### src/rtl/fsm_vedacao_multi_if.sv
`default_nettype none
// ============================================================================
//  Module   : fsm_vedacao_multi_if
//  Purpose  : Sensor/status bundle between the filling-line stations and the
//             multi-channel seal-verification controller.
//  Revision : 1.0 - initial release
// ============================================================================
interface fsm_vedacao_multi_if #(
    parameter int N_CH  = 4,
    parameter int CNT_W = 8
) ();
    logic [N_CH-1:0]  PG;
    logic [N_CH-1:0]  CH;
    logic [N_CH-1:0]  RO;
    logic [N_CH-1:0]  CLR_FAULT;
    logic [N_CH-1:0]  NADA;
    logic [N_CH-1:0]  EV;
    logic [N_CH-1:0]  CHEIA;
    logic [N_CH-1:0]  VE;
    logic [N_CH-1:0]  FAULT;
    logic [CNT_W-1:0] SEAL_CNT;

    // Station / supervisor side: drives sensors and fault clears
    modport master (
        output PG, CH, RO, CLR_FAULT,
        input  NADA, EV, CHEIA, VE, FAULT, SEAL_CNT
    );

    // Controller side
    modport slave (
        input  PG, CH, RO, CLR_FAULT,
        output NADA, EV, CHEIA, VE, FAULT, SEAL_CNT
    );
endinterface
`default_nettype wire

### src/rtl/fsm_vedacao_multi.sv
`default_nettype none
// ============================================================================
//  Module   : fsm_vedacao_multi
//  Purpose  : N independent Moore FSMs (IDLE->FILL->FULL->SEALED, plus a
//             sticky FAULT) checking fill and seal per station, with a shared
//             saturating count of completed seals.
//  Revision : 1.0 - initial release
// ============================================================================
module fsm_vedacao_multi #(
    parameter int N_CH        = 4,
    parameter int CONFIRM_CYC = 1,
    parameter int TIMEOUT_CYC = 15,
    parameter int LEAK_FAULT  = 1,
    parameter int CNT_W       = 8
) (
    input  wire logic           CLK,
    input  wire logic           RST,
    fsm_vedacao_multi_if.slave  bus
);

    localparam int c_TMR_W = (TIMEOUT_CYC > 1) ? $clog2(TIMEOUT_CYC) : 1;
    localparam int c_CNF_W = (CONFIRM_CYC > 1) ? $clog2(CONFIRM_CYC) : 1;
    localparam int c_INC_W = $clog2(N_CH + 1);

    localparam logic [c_TMR_W-1:0] c_TMR_LAST = c_TMR_W'(TIMEOUT_CYC - 1);
    localparam logic [c_CNF_W-1:0] c_CNF_LAST = c_CNF_W'(CONFIRM_CYC - 1);

    typedef enum logic [2:0] {
        S_IDLE   = 3'd0,
        S_FILL   = 3'd1,
        S_FULL   = 3'd2,
        S_SEALED = 3'd3,
        S_FAULT  = 3'd4
    } state_t;

    // Leak reaction is fixed at elaboration time
    localparam state_t c_LEAK_DEST = (LEAK_FAULT != 0) ? S_FAULT : S_IDLE;

    logic [N_CH-1:0]    w_seal;
    logic [c_INC_W-1:0] w_inc;
    logic [CNT_W:0]     w_sum;
    logic [CNT_W-1:0]   w_seal_cnt_nxt;
    logic [CNT_W-1:0]   r_seal_cnt;

    generate
        for (genvar gi = 0; gi < N_CH; gi++) begin : g_ch
            state_t             r_state;
            state_t             w_state_nxt;
            logic [c_TMR_W-1:0] r_timer;
            logic [c_TMR_W-1:0] w_timer_nxt;
            logic [c_CNF_W-1:0] r_cnt;
            logic [c_CNF_W-1:0] w_cnt_nxt;
            logic               w_a;
            logic               w_b;
            logic               w_leak;
            logic               w_seal_ch;

            assign w_a    = bus.PG[gi] & ~bus.CH[gi] &  bus.RO[gi];
            assign w_b    = bus.PG[gi] &  bus.CH[gi] &  bus.RO[gi];
            assign w_leak = bus.PG[gi] &  bus.CH[gi] & ~bus.RO[gi];

            // Channel state, fill timer and confirmation counter registers
            always_ff @(posedge CLK or negedge RST) begin
                if (!RST) begin
                    r_state <= S_IDLE;
                    r_timer <= '0;
                    r_cnt   <= '0;
                end else begin
                    r_state <= w_state_nxt;
                    r_timer <= w_timer_nxt;
                    r_cnt   <= w_cnt_nxt;
                end
            end

            // Next state; timer/cnt only survive while staying in FILL/FULL
            always_comb begin
                w_state_nxt = r_state;
                w_timer_nxt = '0;
                w_cnt_nxt   = '0;
                w_seal_ch   = 1'b0;
                case (r_state)
                    S_IDLE: begin
                        if (w_a) w_state_nxt = S_FILL;
                    end
                    S_FILL: begin
                        if (w_b) begin
                            w_state_nxt = S_FULL;
                        end else if (w_a) begin
                            if (r_timer == c_TMR_LAST) w_state_nxt = S_FAULT;
                            else                       w_timer_nxt = r_timer + c_TMR_W'(1);
                        end else begin
                            w_state_nxt = S_IDLE;
                        end
                    end
                    S_FULL: begin
                        if (w_b) begin
                            if (r_cnt == c_CNF_LAST) begin
                                w_state_nxt = S_SEALED;
                                w_seal_ch   = 1'b1;
                            end else begin
                                w_cnt_nxt = r_cnt + c_CNF_W'(1);
                            end
                        end else if (w_leak) begin
                            w_state_nxt = c_LEAK_DEST;
                        end else begin
                            w_state_nxt = S_IDLE;
                        end
                    end
                    S_SEALED: begin
                        if (w_b)         w_state_nxt = S_SEALED;
                        else if (w_leak) w_state_nxt = c_LEAK_DEST;
                        else             w_state_nxt = S_IDLE;
                    end
                    S_FAULT: begin
                        if (bus.CLR_FAULT[gi]) w_state_nxt = S_IDLE;
                    end
                    default: w_state_nxt = S_IDLE;
                endcase
            end

            assign w_seal[gi]    = w_seal_ch;
            assign bus.NADA[gi]  = (r_state == S_IDLE);
            assign bus.EV[gi]    = (r_state == S_FILL);
            assign bus.CHEIA[gi] = (r_state == S_FULL);
            assign bus.VE[gi]    = (r_state == S_SEALED);
            assign bus.FAULT[gi] = (r_state == S_FAULT);
        end
    endgenerate

    // Count channels sealing this edge and add with saturation
    always_comb begin
        w_inc = '0;
        for (int k = 0; k < N_CH; k++) begin
            w_inc = w_inc + c_INC_W'(w_seal[k]);
        end
        w_sum = {1'b0, r_seal_cnt} + (CNT_W + 1)'(w_inc);
        if (w_sum[CNT_W]) w_seal_cnt_nxt = '1;
        else              w_seal_cnt_nxt = w_sum[CNT_W-1:0];
    end

    // Shared seal counter register
    always_ff @(posedge CLK or negedge RST) begin
        if (!RST) r_seal_cnt <= '0;
        else      r_seal_cnt <= w_seal_cnt_nxt;
    end

    assign bus.SEAL_CNT = r_seal_cnt;

endmodule
`default_nettype wire
### src/flat_wrapper.sv
// flat-port wrapper written by rule: the top's interface ports become plain ports
module fsm_vedacao_multi_flat 
#(
    parameter int N_CH        = 4,
    parameter int CONFIRM_CYC = 1,
    parameter int TIMEOUT_CYC = 15,
    parameter int LEAK_FAULT  = 1,
    parameter int CNT_W       = 8
)
  (CLK, RST, bus_PG, bus_CH, bus_RO, bus_CLR_FAULT, bus_NADA, bus_EV, bus_CHEIA, bus_VE, bus_FAULT, bus_SEAL_CNT);
  fsm_vedacao_multi_if #(.N_CH(N_CH), .CNT_W(CNT_W)) bus_i ();
  input  wire logic CLK;
  input  wire logic RST;
  input wire logic [$bits(bus_i.PG)-1:0] bus_PG;
  input wire logic [$bits(bus_i.CH)-1:0] bus_CH;
  input wire logic [$bits(bus_i.RO)-1:0] bus_RO;
  input wire logic [$bits(bus_i.CLR_FAULT)-1:0] bus_CLR_FAULT;
  output wire logic [$bits(bus_i.NADA)-1:0] bus_NADA;
  output wire logic [$bits(bus_i.EV)-1:0] bus_EV;
  output wire logic [$bits(bus_i.CHEIA)-1:0] bus_CHEIA;
  output wire logic [$bits(bus_i.VE)-1:0] bus_VE;
  output wire logic [$bits(bus_i.FAULT)-1:0] bus_FAULT;
  output wire logic [$bits(bus_i.SEAL_CNT)-1:0] bus_SEAL_CNT;
  assign bus_i.PG = bus_PG;
  assign bus_i.CH = bus_CH;
  assign bus_i.RO = bus_RO;
  assign bus_i.CLR_FAULT = bus_CLR_FAULT;
  assign bus_NADA = bus_i.NADA;
  assign bus_EV = bus_i.EV;
  assign bus_CHEIA = bus_i.CHEIA;
  assign bus_VE = bus_i.VE;
  assign bus_FAULT = bus_i.FAULT;
  assign bus_SEAL_CNT = bus_i.SEAL_CNT;
  fsm_vedacao_multi #(.N_CH(N_CH), .CONFIRM_CYC(CONFIRM_CYC), .TIMEOUT_CYC(TIMEOUT_CYC), .LEAK_FAULT(LEAK_FAULT), .CNT_W(CNT_W)) u_core (.CLK(CLK), .RST(RST), .bus(bus_i));
endmodule
### config.mk
export PLATFORM = sky130hd
export DESIGN_NAME = fsm_vedacao_multi_flat
export DESIGN_NICKNAME = d
export VERILOG_FILES = /design/src/rtl/fsm_vedacao_multi_if.sv /design/src/rtl/fsm_vedacao_multi.sv /design/src/flat_wrapper.sv
export SDC_FILE = /design/constraint.sdc
export NUM_CORES = 1
export LEC_CHECK = 0
export ABC_CLOCK_PERIOD_IN_PS = 3590
export BUFFER_PORTS_ARGS = -buffer_cell sky130_fd_sc_hd__buf_2
export CORE_AREA = 2 2 54 107
export DETAILED_ROUTE_END_ITERATION = 7
export DIE_AREA = 0 0 56 109
export PLACE_DENSITY = 0.63
export SLEW_MARGIN = 20
export SYNTH_ARGS = -nofsm -noshare
export SYNTH_HDL_FRONTEND = slang
export SYNTH_SLANG_ARGS = --single-unit
### constraint.sdc
create_clock -name CLK -period 3.59 [get_ports CLK]
set_clock_uncertainty 0.05 [all_clocks]
set_input_delay 0.1795 -clock CLK [delete_from_list [all_inputs] [get_ports CLK]]
set_output_delay 0.1795 -clock CLK [all_outputs]
set_load 0.05 [all_outputs]
==> results of run 1 <==
[power breakdown]
part           internal [uW]  leakage, uW  total (uW)  switching (uW)
sequential               417     0.000483         430            12.4
clock                    153    0.0000510         289             137
combinational           36.4     0.000647         130            93.7
total                    607      0.00118         849             243
[worst max-delay path by stage]
stage,from,end,depth (start not counted)
final,u_core.g_ch[0].r_state[2]$_DFFE_PN0P_,u_core.bus.SEAL_CNT[6]$_DFF_PN0_,11
after global routing,u_core.g_ch[0].r_state[2]$_DFFE_PN0P_,u_core.bus.SEAL_CNT[6]$_DFF_PN0_,11
after CTS,u_core.g_ch[0].r_state[2]$_DFFE_PN0P_,u_core.bus.SEAL_CNT[6]$_DFF_PN0_,11
after detailed placement,u_core.g_ch[0].r_state[2]$_DFFE_PN0P_,u_core.bus.SEAL_CNT[6]$_DFF_PN0_,11
after global placement,u_core.g_ch[0].r_state[2]$_DFFE_PN0P_,u_core.bus.SEAL_CNT[6]$_DFF_PN0_,11
after floorplan,u_core.g_ch[0].r_state[2]$_DFFE_PN0P_,u_core.bus.SEAL_CNT[6]$_DFF_PN0_,11
[area by class of cell]
class / count / area, um^2 / area share [%]
multi-input cells: 154 / 1072 / 43.95
inverters: 17 / 63.81 / 2.615
flip-flops and latches: 36 / 900.9 / 36.92
well taps: 60 / 75.07 / 3.077
clock buffers: 6 / 82.58 / 3.385
repair buffers: 46 / 235.2 / 9.641
clock inverters: 2 / 10.01 / 0.4103
[sequential cells by signal, indices dropped and copies added (netlist names)]
name,count
u_core.bus.SEAL_CNT,8
u_core.g_ch.r_timer,16
u_core.g_ch.r_state,12
[cell families after synthesis]
| group | Yosys count | share of synthesized area (%) |
|---|---|---|
| adders and majority gates | 15 | 9.783 |
| AOI/OAI and AO/OA | 31 | 10.33 |
| muxes | 2 | 1.027 |
| DFF | 36 | 43.48 |
| buffers and inverters | 21 | 4.770 |
| and+or+nand+nor | 98 | 27.23 |
| xor gates and xnor gates | 8 | 3.381 |
[layer usage]
metal | global-route usage, % | part of all wire, % | up-vias
met2 | 21.26 | 45 | 57
met1 | 18.47 | 47 | 753
met4 | 6.463 | 1.9 | 0
met5 | 0 | 0 | -
met3 | 2.966 | 5.9 | 9
li1 | - | - | 839
[through the flow]
| step | cells | util (%) | setup slack (ns) |
|---|---|---|---|
| detailed placement | 312 | 43.89 | 0.2942 |
| floorplan | 211 | - | 0.4664 |
| global route | 321 | 45.82 | 0.08778 |
| finish | 321 | 45.82 | 0.2872 |
| CTS | 321 | 45.82 | 0.2772 |
| global placement | 312 | 43.89 | 0.3906 |
[cell usage after synthesis, drive strengths merged (2+ instances only)]
| cell | n | area (um^2) |
|---|---|---|
| nor3 | 15 | 75.07 |
| nand4bb | 2 | 38.79 |
| and2b | 3 | 25.03 |
| nor3b | 10 | 75.07 |
| a32o | 3 | 30.03 |
| nor2 | 26 | 97.59 |
| nand2b | 3 | 18.77 |
| fa | 2 | 40.04 |
| a21oi | 5 | 25.02 |
| xor2 | 4 | 35.03 |
| ha | 13 | 162.7 |
| nand3 | 13 | 75.07 |
| buf | 4 | 35.03 |
| nand2 | 10 | 37.54 |
| inv | 17 | 63.81 |
| nand3b | 2 | 15.01 |
| nand4 | 2 | 12.51 |
| dfrtp | 36 | 900.9 |
| a211oi | 3 | 27.52 |
| o21bai | 2 | 15.01 |
| xnor2 | 4 | 35.03 |
| and4bb | 2 | 25.02 |
| o21ai | 11 | 55.05 |
| and2 | 2 | 12.51 |
| nor2b | 4 | 25.02 |
[critical path: cells and delay by family (launching register included)]
family                   cells  cell delay [ns]
AO/OA/AOI/OAI                1             0.13
flip-flops                   1             0.43
adder cells (fa/ha/maj)      4             1.39
buffers and inverters        1             0.07
AND/OR/NAND/NOR              4             0.85
multiplexers                 1             0.29
==> impl_metrics.tcl, run 1 <==
set metrics [dict create \
    outcome "completed" \
    finalHoldWorstSlack_ns 0.1232 \
    ant_nets 0 \
    core-area_um2 5325 \
    path_class "reg -> reg" \
    area_growth_pct 17.75 \
    holdPathEnd "u_core.g_ch[0].r_state[1]$_DFFE_PN0P_" \
    worstPathCellList "and2b_2, nand2_1, nor3_1, ha_1, fa_1, ha_1, inv_1, fa_1, and2b_1, o2111ai_1, mux2_2" \
    place_area_um2 2337 \
    grt_setup_unrepaired "false" \
    synth_flop_cell "dfrtp_1" \
    power_leakage_uw 0.001182 \
    worstSkewPairLatency_ns 0.28 \
    num_vias 1658 \
    final_layout_size_suffix_gt1_share_pct 23.37 \
    fp-row-count 38 \
    maxCapViolCount 0 \
    die_w_um 56 \
    routedWlPerCell_um 12.18 \
    hold_start "bus_CH[0]" \
    cts_resized 0 \
    timing.rr.start "u_core.g_ch[0].r_state[2]$_DFFE_PN0P_" \
    antenna_found_initial 0 \
    drt_pass1_iterations 5 \
    synth_edf_count 0 \
    worstPathArrival_ns 3.42 \
    irDropWorstVdd_v 0.0001976 \
    first_global_vias 1558 \
    synth.cell_area_um2 2072 \
    ys_warn_count 0 \
    finalSetupViolCount 0 \
    ys_ff_latch 36 \
    clock-sinks 36 \
    min_path_cells 3 \
    max_freq_ghz 0.3028 \
    worstPathRequired_ns 3.71 \
    grt_max_degree 37 \
    grt.overflow.total 0 \
    diodes 0 \
    die_area_um2 6104 \
    postLayoutCellArea_um2 2440 \
    r2r_setup_slack_ns 0.29 \
    p_per_area_nw_per_um2 348.2 \
    cts_setup_buffers 0 \
    fin_crit_sh_pct 92.00 \
    avgSynthCellArea_um2 9.820 \
    n_fill_cell 489 \
    r2r-end "u_core.bus.SEAL_CNT[6]$_DFF_PN0_" \
    drtIter0Drc 60 \
    maxSlewViolCount 0 \
    min_period_ns 3.303 \
    ys_types 46 \
    dp_hpwl_mm 2.939 \
    viasPerCell 5.165 \
    htree_levels 2 \
    grt_pass1_wl_mm 6.803 \
    grt_use_total_pct 13.81 \
    tns_ns 0 \
    tightestPinTransition_ns 0.7925 \
    slew_headroom_pct 47.17 \
    hold_path_class "in -> reg" \
    critPathMaxStageDelay_ns 0.51 \
    nNetsFinal 293 \
    cp-end-kind "flip-flop" \
    io_pins 46 \
    io_buffer_count 45 \
    wl_mm 3.910 \
    cts_tree "yes" \
    synth_nets 244 \
    synthArstFlopShare_pct 100.0 \
    worst_r2r_path_depth 11 \
    drcViolationCount 0 \
    synthCells 211 \
    cp-start-kind "flip-flop" \
    initial_core_util_pct 38.91 \
    final_cell_mix "buf_2 (45), dfrtp_1 (36), nor2_1 (26)" \
    hold_buffers 1 \
    finalPower_uw 849.4 \
    crit_path_max_fanout 6 \
    fp.dieH_um 109 \
    slowest_stage "fa_1" \
    cts_max_path_buffers 2 \
    finalHoldViolations 0 \
    gp_congestion 0.8488 \
    final_common_cell "buf_2" \
    clkTransAtPathRegs_ns 0.07 \
    ys_seq_area_share_pct 43.48 \
    cts_buffers 5 \
    cts-root-buf "clkbuf_8" \
]
(Power assumes the default switching activity.)
==> run 2: changes to the inputs <==
--- a/config.mk
+++ b/config.mk
@@ -5,11 +5,11 @@
 export SDC_FILE = /design/constraint.sdc
 export NUM_CORES = 1
 export LEC_CHECK = 0
-export ABC_CLOCK_PERIOD_IN_PS = 3590
+export ABC_CLOCK_PERIOD_IN_PS = 3500
 export BUFFER_PORTS_ARGS = -buffer_cell sky130_fd_sc_hd__buf_2
-export CORE_AREA = 2 2 54 107
+export CORE_AREA = 2 2 96 61
 export DETAILED_ROUTE_END_ITERATION = 7
-export DIE_AREA = 0 0 56 109
+export DIE_AREA = 0 0 98 63
 export PLACE_DENSITY = 0.63
 export SLEW_MARGIN = 20
 export SYNTH_ARGS = -nofsm -noshare
==> constraint.sdc (replaced) <==
create_clock -name CLK -period 3.5 [get_ports CLK]
set_clock_uncertainty 0.05 [all_clocks]
set_input_delay 1.05 -clock CLK [delete_from_list [all_inputs] [get_ports CLK]]
set_output_delay 1.05 -clock CLK [all_outputs]
set_load 0.05 [all_outputs]
==> run 2 against run 1 <==
Net effect: final cell count increased by 7.8%; sequential power is 3% higher; clock power is 3% higher; clock-buffer cell count increased by 2; register-to-register slack improved by 0.16 ns; design area is 6.1% higher; core utilization up 2.7 points; critical endpoint unchanged.
==> impl_metrics.tcl, run 2 (synthesized netlist as in run 1, its figures left out) <==
set metrics [dict create \
    outcome "completed" \
    first_global_vias 1623 \
    critPathMaxStageDelay_ns 0.35 \
    cts-root-buf "clkbuf_8" \
    antenna_found_initial 0 \
    initial_core_util_pct 38.85 \
    multi_input_area_um2 1094 \
    timing.rr.start "u_core.g_ch[0].r_state[2]$_DFFE_PN0P_" \
    ant_nets 0 \
    clkTransAtPathRegs_ns 0.06 \
    final_cell_mix "buf_2 (45), dfrtp_1 (36), nor2_1 (26)" \
    irDropWorstVdd_v 0.0001502 \
    drtIter0Drc 55 \
    finalHoldViolations 0 \
    grt.overflow.total 0 \
    viasPerCell 4.850 \
    cts_buffers 5 \
    cts_max_path_buffers 2 \
    clock-sinks 36 \
    wl_mm 4.113 \
    crit_path_start "bus_PG[0]" \
    largest_reg_flops 16 \
    max_freq_ghz 0.2963 \
    power_leakage_uw 0.001247 \
    grt_setup_unrepaired "false" \
    worstPathCellList "buf_2, and2b_2, nand2_2, nor3_1, ha_1, fa_2, ha_1, inv_1, fa_2, and2b_2, o2111ai_1, mux2_2" \
    slew_headroom_pct 47.62 \
    fin_crit_sh_pct 96.43 \
    min_period_ns 3.375 \
    path_class "in -> reg" \
    worstPathRequired_ns 3.62 \
    maxSlewViolCount 0 \
    cpLargestDelayFamily "adder cells" \
    cts_tree "yes" \
    grt_max_degree 37 \
    postLayoutCellArea_um2 2587 \
    gp_congestion 0.7878 \
    core-area_um2 5334 \
    diodes 0 \
    area_growth_pct 24.88 \
    hold_path_class "reg -> reg" \
    num_vias 1678 \
    drcViolationCount 0 \
    slowest_stage "mux2_2" \
    drt_pass1_iterations 4 \
    fp.dieH_um 63 \
    tightestPinTransition_ns 0.7856 \
    io_buffer_count 45 \
    cts_setup_buffers 0 \
    finalPower_uw 886.3 \
    routedWlPerCell_um 11.89 \
    worstPathArrival_ns 3.49 \
    die_w_um 98 \
    final_layout_size_suffix_gt1_share_pct 29.24 \
    grt_pass1_wl_mm 7.307 \
    largest-register "u_core.g_ch.r_timer" \
    cp-end-kind "flip-flop" \
    hold_start "u_core.g_ch[0].r_timer[0]$_DFF_PN0_" \
    final_common_cell "buf_2" \
    nNetsFinal 309 \
    p_per_area_nw_per_um2 342.5 \
    finalSetupViolCount 0 \
    ff_latch_area_um2 900.9 \
    grt_use_total_pct 14.49 \
    hold_buffers 0 \
    cts_resized 0 \
    cp_num_buf_inv 2 \
    n_fill_cell 523 \
    fp-row-count 21 \
    crit_path_max_fanout 4 \
    worstSkewPairLatency_ns 0.28 \
    io_pins 46 \
    cp-start-kind "input pin" \
    htree_levels 2 \
    die_area_um2 6174 \
    place_area_um2 2497 \
    maxCapViolCount 0 \
    dp_hpwl_mm 3.208 \
]
## run 2: cell types whose count changed in the layout (fill, tap and decap cells not counted), sizes merged
cell / delta
clkinv: -2
clkbuf: +2
buf: +17
dlygate4sd3: -1
## run 2: power breakdown
| part | internal [uW] | switching (uW) |
|---|---|---|
| Clock | 160 | 137 |
| Combinational | 46.7 | 98.7 |
| Sequential | 428 | 14.7 |
## run 2: through the flow
| stage | utilization [%] | hold WS (ns) | TNS, ns | cells | worst slack (ns) |
|---|---|---|---|---|---|
| 2_1_floorplan | - | 0.4002 | -0.05733 | 211 | -0.05733 |
| 3_3_place_gp | 46.82 | 0.4215 | -0.4545 | 338 | -0.1590 |
| 5_1_grt | 48.51 | 0.4619 | 0 | 346 | 0.009066 |
| 6_report | 48.51 | 0.4284 | 0 | 346 | 0.1249 |
| 3_5_place_dp | 46.82 | 0.4254 | -0.5140 | 338 | -0.1990 |
| 4_1_cts | 48.51 | 0.4344 | 0 | 346 | 0.09828 |
## run 2: final timing paths
path                                                         endpoint  slack, ns  cells after the start
max in group asynchronous            u_core.bus.SEAL_CNT[5]$_DFF_PN0_       2.11                      1
min in group asynchronous       u_core.g_ch[2].r_state[1]$_DFFE_PN0P_       0.80                      1
worst min-delay path              u_core.g_ch[0].r_timer[0]$_DFF_PN0_       0.43                      1
worst max register to register       u_core.bus.SEAL_CNT[6]$_DFF_PN0_       0.45                     11
worst max-delay path                 u_core.bus.SEAL_CNT[6]$_DFF_PN0_       0.12                     12
worst min register to register    u_core.g_ch[0].r_timer[0]$_DFF_PN0_       0.43                      1
## run 2: cell type report
type	count	area share (%)
clock buffer	8	3.482
inverter	17	2.466
multi-input combinational	154	42.26
sequential	36	34.82
tap	69	3.337
timing repair buffer	62	13.64
## run 2: layer usage
layer	wire length, um	GRT usage (%)
met1	2244	21.50
met2	1616	20.29
met3	211	3.915
met4	40	4.688
met5	0	0
==> run 3: changes to the inputs <==
--- a/config.mk
+++ b/config.mk
@@ -5,11 +5,12 @@
 export SDC_FILE = /design/constraint.sdc
 export NUM_CORES = 1
 export LEC_CHECK = 0
-export ABC_CLOCK_PERIOD_IN_PS = 3500
+export ABC_CLOCK_PERIOD_IN_PS = 4000
 export BUFFER_PORTS_ARGS = -buffer_cell sky130_fd_sc_hd__buf_2
 export CORE_AREA = 2 2 96 61
 export DETAILED_ROUTE_END_ITERATION = 7
 export DIE_AREA = 0 0 98 63
+export GPL_ROUTABILITY_DRIVEN = 0
 export PLACE_DENSITY = 0.63
 export SLEW_MARGIN = 20
 export SYNTH_ARGS = -nofsm -noshare
==> constraint.sdc (replaced) <==
create_clock -name CLK -period 4 [get_ports CLK]
set_clock_uncertainty 0.05 [all_clocks]
set_input_delay 1.2 -clock CLK [delete_from_list [all_inputs] [get_ports CLK]]
set_output_delay 1.2 -clock CLK [all_outputs]
set_load 0.05 [all_outputs]
==> run 3 against run 2 <==
Net effect: via count is 1.9% lower; highest routed layer unchanged; combinational power fell by 19%; critical path type unchanged; sequential power decreased by 13%; largest power group unchanged; critical endpoint unchanged; worst hold slack better by 0.0077 ns; clock-buffer cell count down 2; critical path depth unchanged; power down 7.5%; first-iteration DRC count shrank 13%; sequential share of layout area grew 1.3 points; core utilization down 1.8 points; die area did not move; design area decreased by 3.6%.
==> impl_metrics.tcl, run 3 (synthesized netlist as in run 1, its figures left out) <==
set metrics [dict create \
    maxCapViolCount 0 \
    nNetsFinal 297 \
    htree_levels 2 \
    worstPathArrival_ns 3.86 \
    min_period_ns 3.738 \
    routedWlPerCell_um 12.14 \
    diodes 0 \
    grt_setup_unrepaired "false" \
    fin_crit_sh_pct 93.46 \
    final_cell_mix "buf_2 (45), dfrtp_1 (36), nor2_1 (26)" \
    worstPathCellList "buf_2, and2b_2, nand2_1, nor3_1, ha_1, fa_1, ha_1, inv_1, fa_1, and2b_1, o2111ai_1, mux2_2" \
    pwr-share-seq_pct 47.0 \
    wl_met3_um 200 \
    clkPwrFrac_pct 38.7 \
    cts_resized 0 \
    swShare_pct 27.65 \
    final_layout_size_suffix_gt1_share_pct 24.53 \
    hold_path_class "reg -> reg" \
    cts_tree "yes" \
    p_sw_uw 226.8 \
    dp_slack_ns -0.04540 \
    power_leakage_uw 0.001208 \
    place_inst 326 \
    dp_hpwl_mm 3.024 \
    wl_met1_mm 2.179 \
    crit_path_max_fanout 3 \
    dr_wl_met2_mm 1.640 \
    multi_input_area_um2 1072 \
    finalHoldViolations 0 \
    maxSlewViolCount 0 \
    path_class "in -> reg" \
    n_fill_cell 496 \
    initial_core_util_pct 38.85 \
    first_global_vias 1512 \
    critPathMaxStageDelay_ns 0.42 \
    fp-row-count 21 \
    ant_nets 0 \
    grt_max_degree 37 \
    drtIter0Drc 48 \
    area_growth_pct 20.35 \
    tightestPinTransition_ns 0.7889 \
    fp.dieH_um 63 \
    r2r_setup_slack_ns 0.71 \
    drcViolationCount 0 \
    outcome "completed" \
    ff_latch_area_um2 900.9 \
    drt_pass1_iterations 4 \
    clock-sinks 36 \
    worstSkewPairLatency_ns 0.29 \
    dr.max_layer_used "met4" \
    stdcell_count 334 \
    final_common_cell "buf_2" \
    io_buffer_count 45 \
    num_vias 1646 \
    postLayoutCellArea_um2 2494 \
    die_area_um2 6174 \
    cts_buffers 5 \
    power.internal_uw 593.5 \
    cp-start-kind "input pin" \
    cts_max_path_buffers 2 \
    io_pins 46 \
    largest_reg_flops 16 \
    grt_use_total_pct 14.14 \
    grt.overflow.total 0 \
    worstPathRequired_ns 4.12 \
    viasPerCell 4.928 \
    setup_ws_ns 0.2615 \
    finalSetupViolCount 0 \
    p_per_area_nw_per_um2 328.9 \
    antenna_found_initial 0 \
    cts_setup_buffers 0 \
    core-area_um2 5334 \
    hold_buffers 0 \
    slowest_stage "fa_1" \
    irDropWorstVdd_v 0.0001323 \
    grt_pass1_wl_mm 7.120 \
    slew_headroom_pct 47.41 \
    largest-register "u_core.g_ch.r_timer" \
    place_area_um2 2386 \
    clkTransAtPathRegs_ns 0.07 \
    die_w_um 98 \
    max_freq_ghz 0.2675 \
    cts-root-buf "clkbuf_8" \
    power_frac_comb_pct 14.4 \
    cp-end-kind "flip-flop" \
    finalPower_uw 820.2 \
    tns_ns 0 \
    wl_mm 4.054 \
]
[run 3: changes by cell type in the layout (fill, tap and decap cells not counted), sizes merged]
cell,before,now
bufinv,0,1
buf,62,50
clkinv,0,1
clkbuf,8,6
[run 3: power by group through the flow]
stage	registers, uW	logic, uW	clock network (uW)
2_1_floorplan	416	53.0	0
3_3_place_gp	392	119	0
3_5_place_dp	392	119	0
4_1_cts	385	119	324
5_1_grt	387	129	338
6_report	385	118	317
[run 3: path summary, 6_finish.rpt]
check,from,endpoint,cells past startpoint
max,bus_PG[0],u_core.bus.SEAL_CNT[6]$_DFF_PN0_,12
max reg2reg,u_core.g_ch[0].r_state[2]$_DFFE_PN0P_,u_core.bus.SEAL_CNT[6]$_DFF_PN0_,11
min reg2reg,u_core.g_ch[0].r_timer[0]$_DFF_PN0_,u_core.g_ch[0].r_timer[0]$_DFF_PN0_,1
min,u_core.g_ch[0].r_timer[0]$_DFF_PN0_,u_core.g_ch[0].r_timer[0]$_DFF_PN0_,1
min in group asynchronous,RST,u_core.g_ch[3].r_timer[3]$_DFF_PN0_,1
max in group asynchronous,RST,u_core.bus.SEAL_CNT[5]$_DFF_PN0_,1
[run 3: critical path: cells and delay by family]
kind,cells,cell delay [ns]
compound gates,1,0.12
fa+ha+maj,4,1.41
buf+inv,2,0.13
mux,1,0.29
simple gates,4,0.71
[run 3: routing by layer]
| metal | GRT usage [%] | vias up |
|---|---|---|
| met4 | 4.167 | 0 |
| li1 | - | 853 |
| met3 | 4.362 | 5 |
| met2 | 19.61 | 32 |
| met1 | 20.97 | 756 |
| met5 | 0 | - |
[run 3: area by class of cell]
| class | count | area share (%) |
|---|---|---|
| inverters | 17 | 2.559 |
| well taps | 69 | 3.462 |
| clock buffers | 6 | 2.910 |
| multi-input cells | 154 | 43.00 |
| clock inverters | 2 | 1.405 |
| repair buffers | 50 | 10.54 |
| flip-flops and latches | 36 | 36.13 |
[run 3: stage by stage]
stage / hold WS [ns] / util [%]
2_1_floorplan: 0.4002 / -
3_3_place_gp: 0.4230 / 44.73
3_5_place_dp: 0.4298 / 44.73
4_1_cts: 0.4402 / 46.75
5_1_grt: 0.4565 / 46.75
6_report: 0.4361 / 46.75
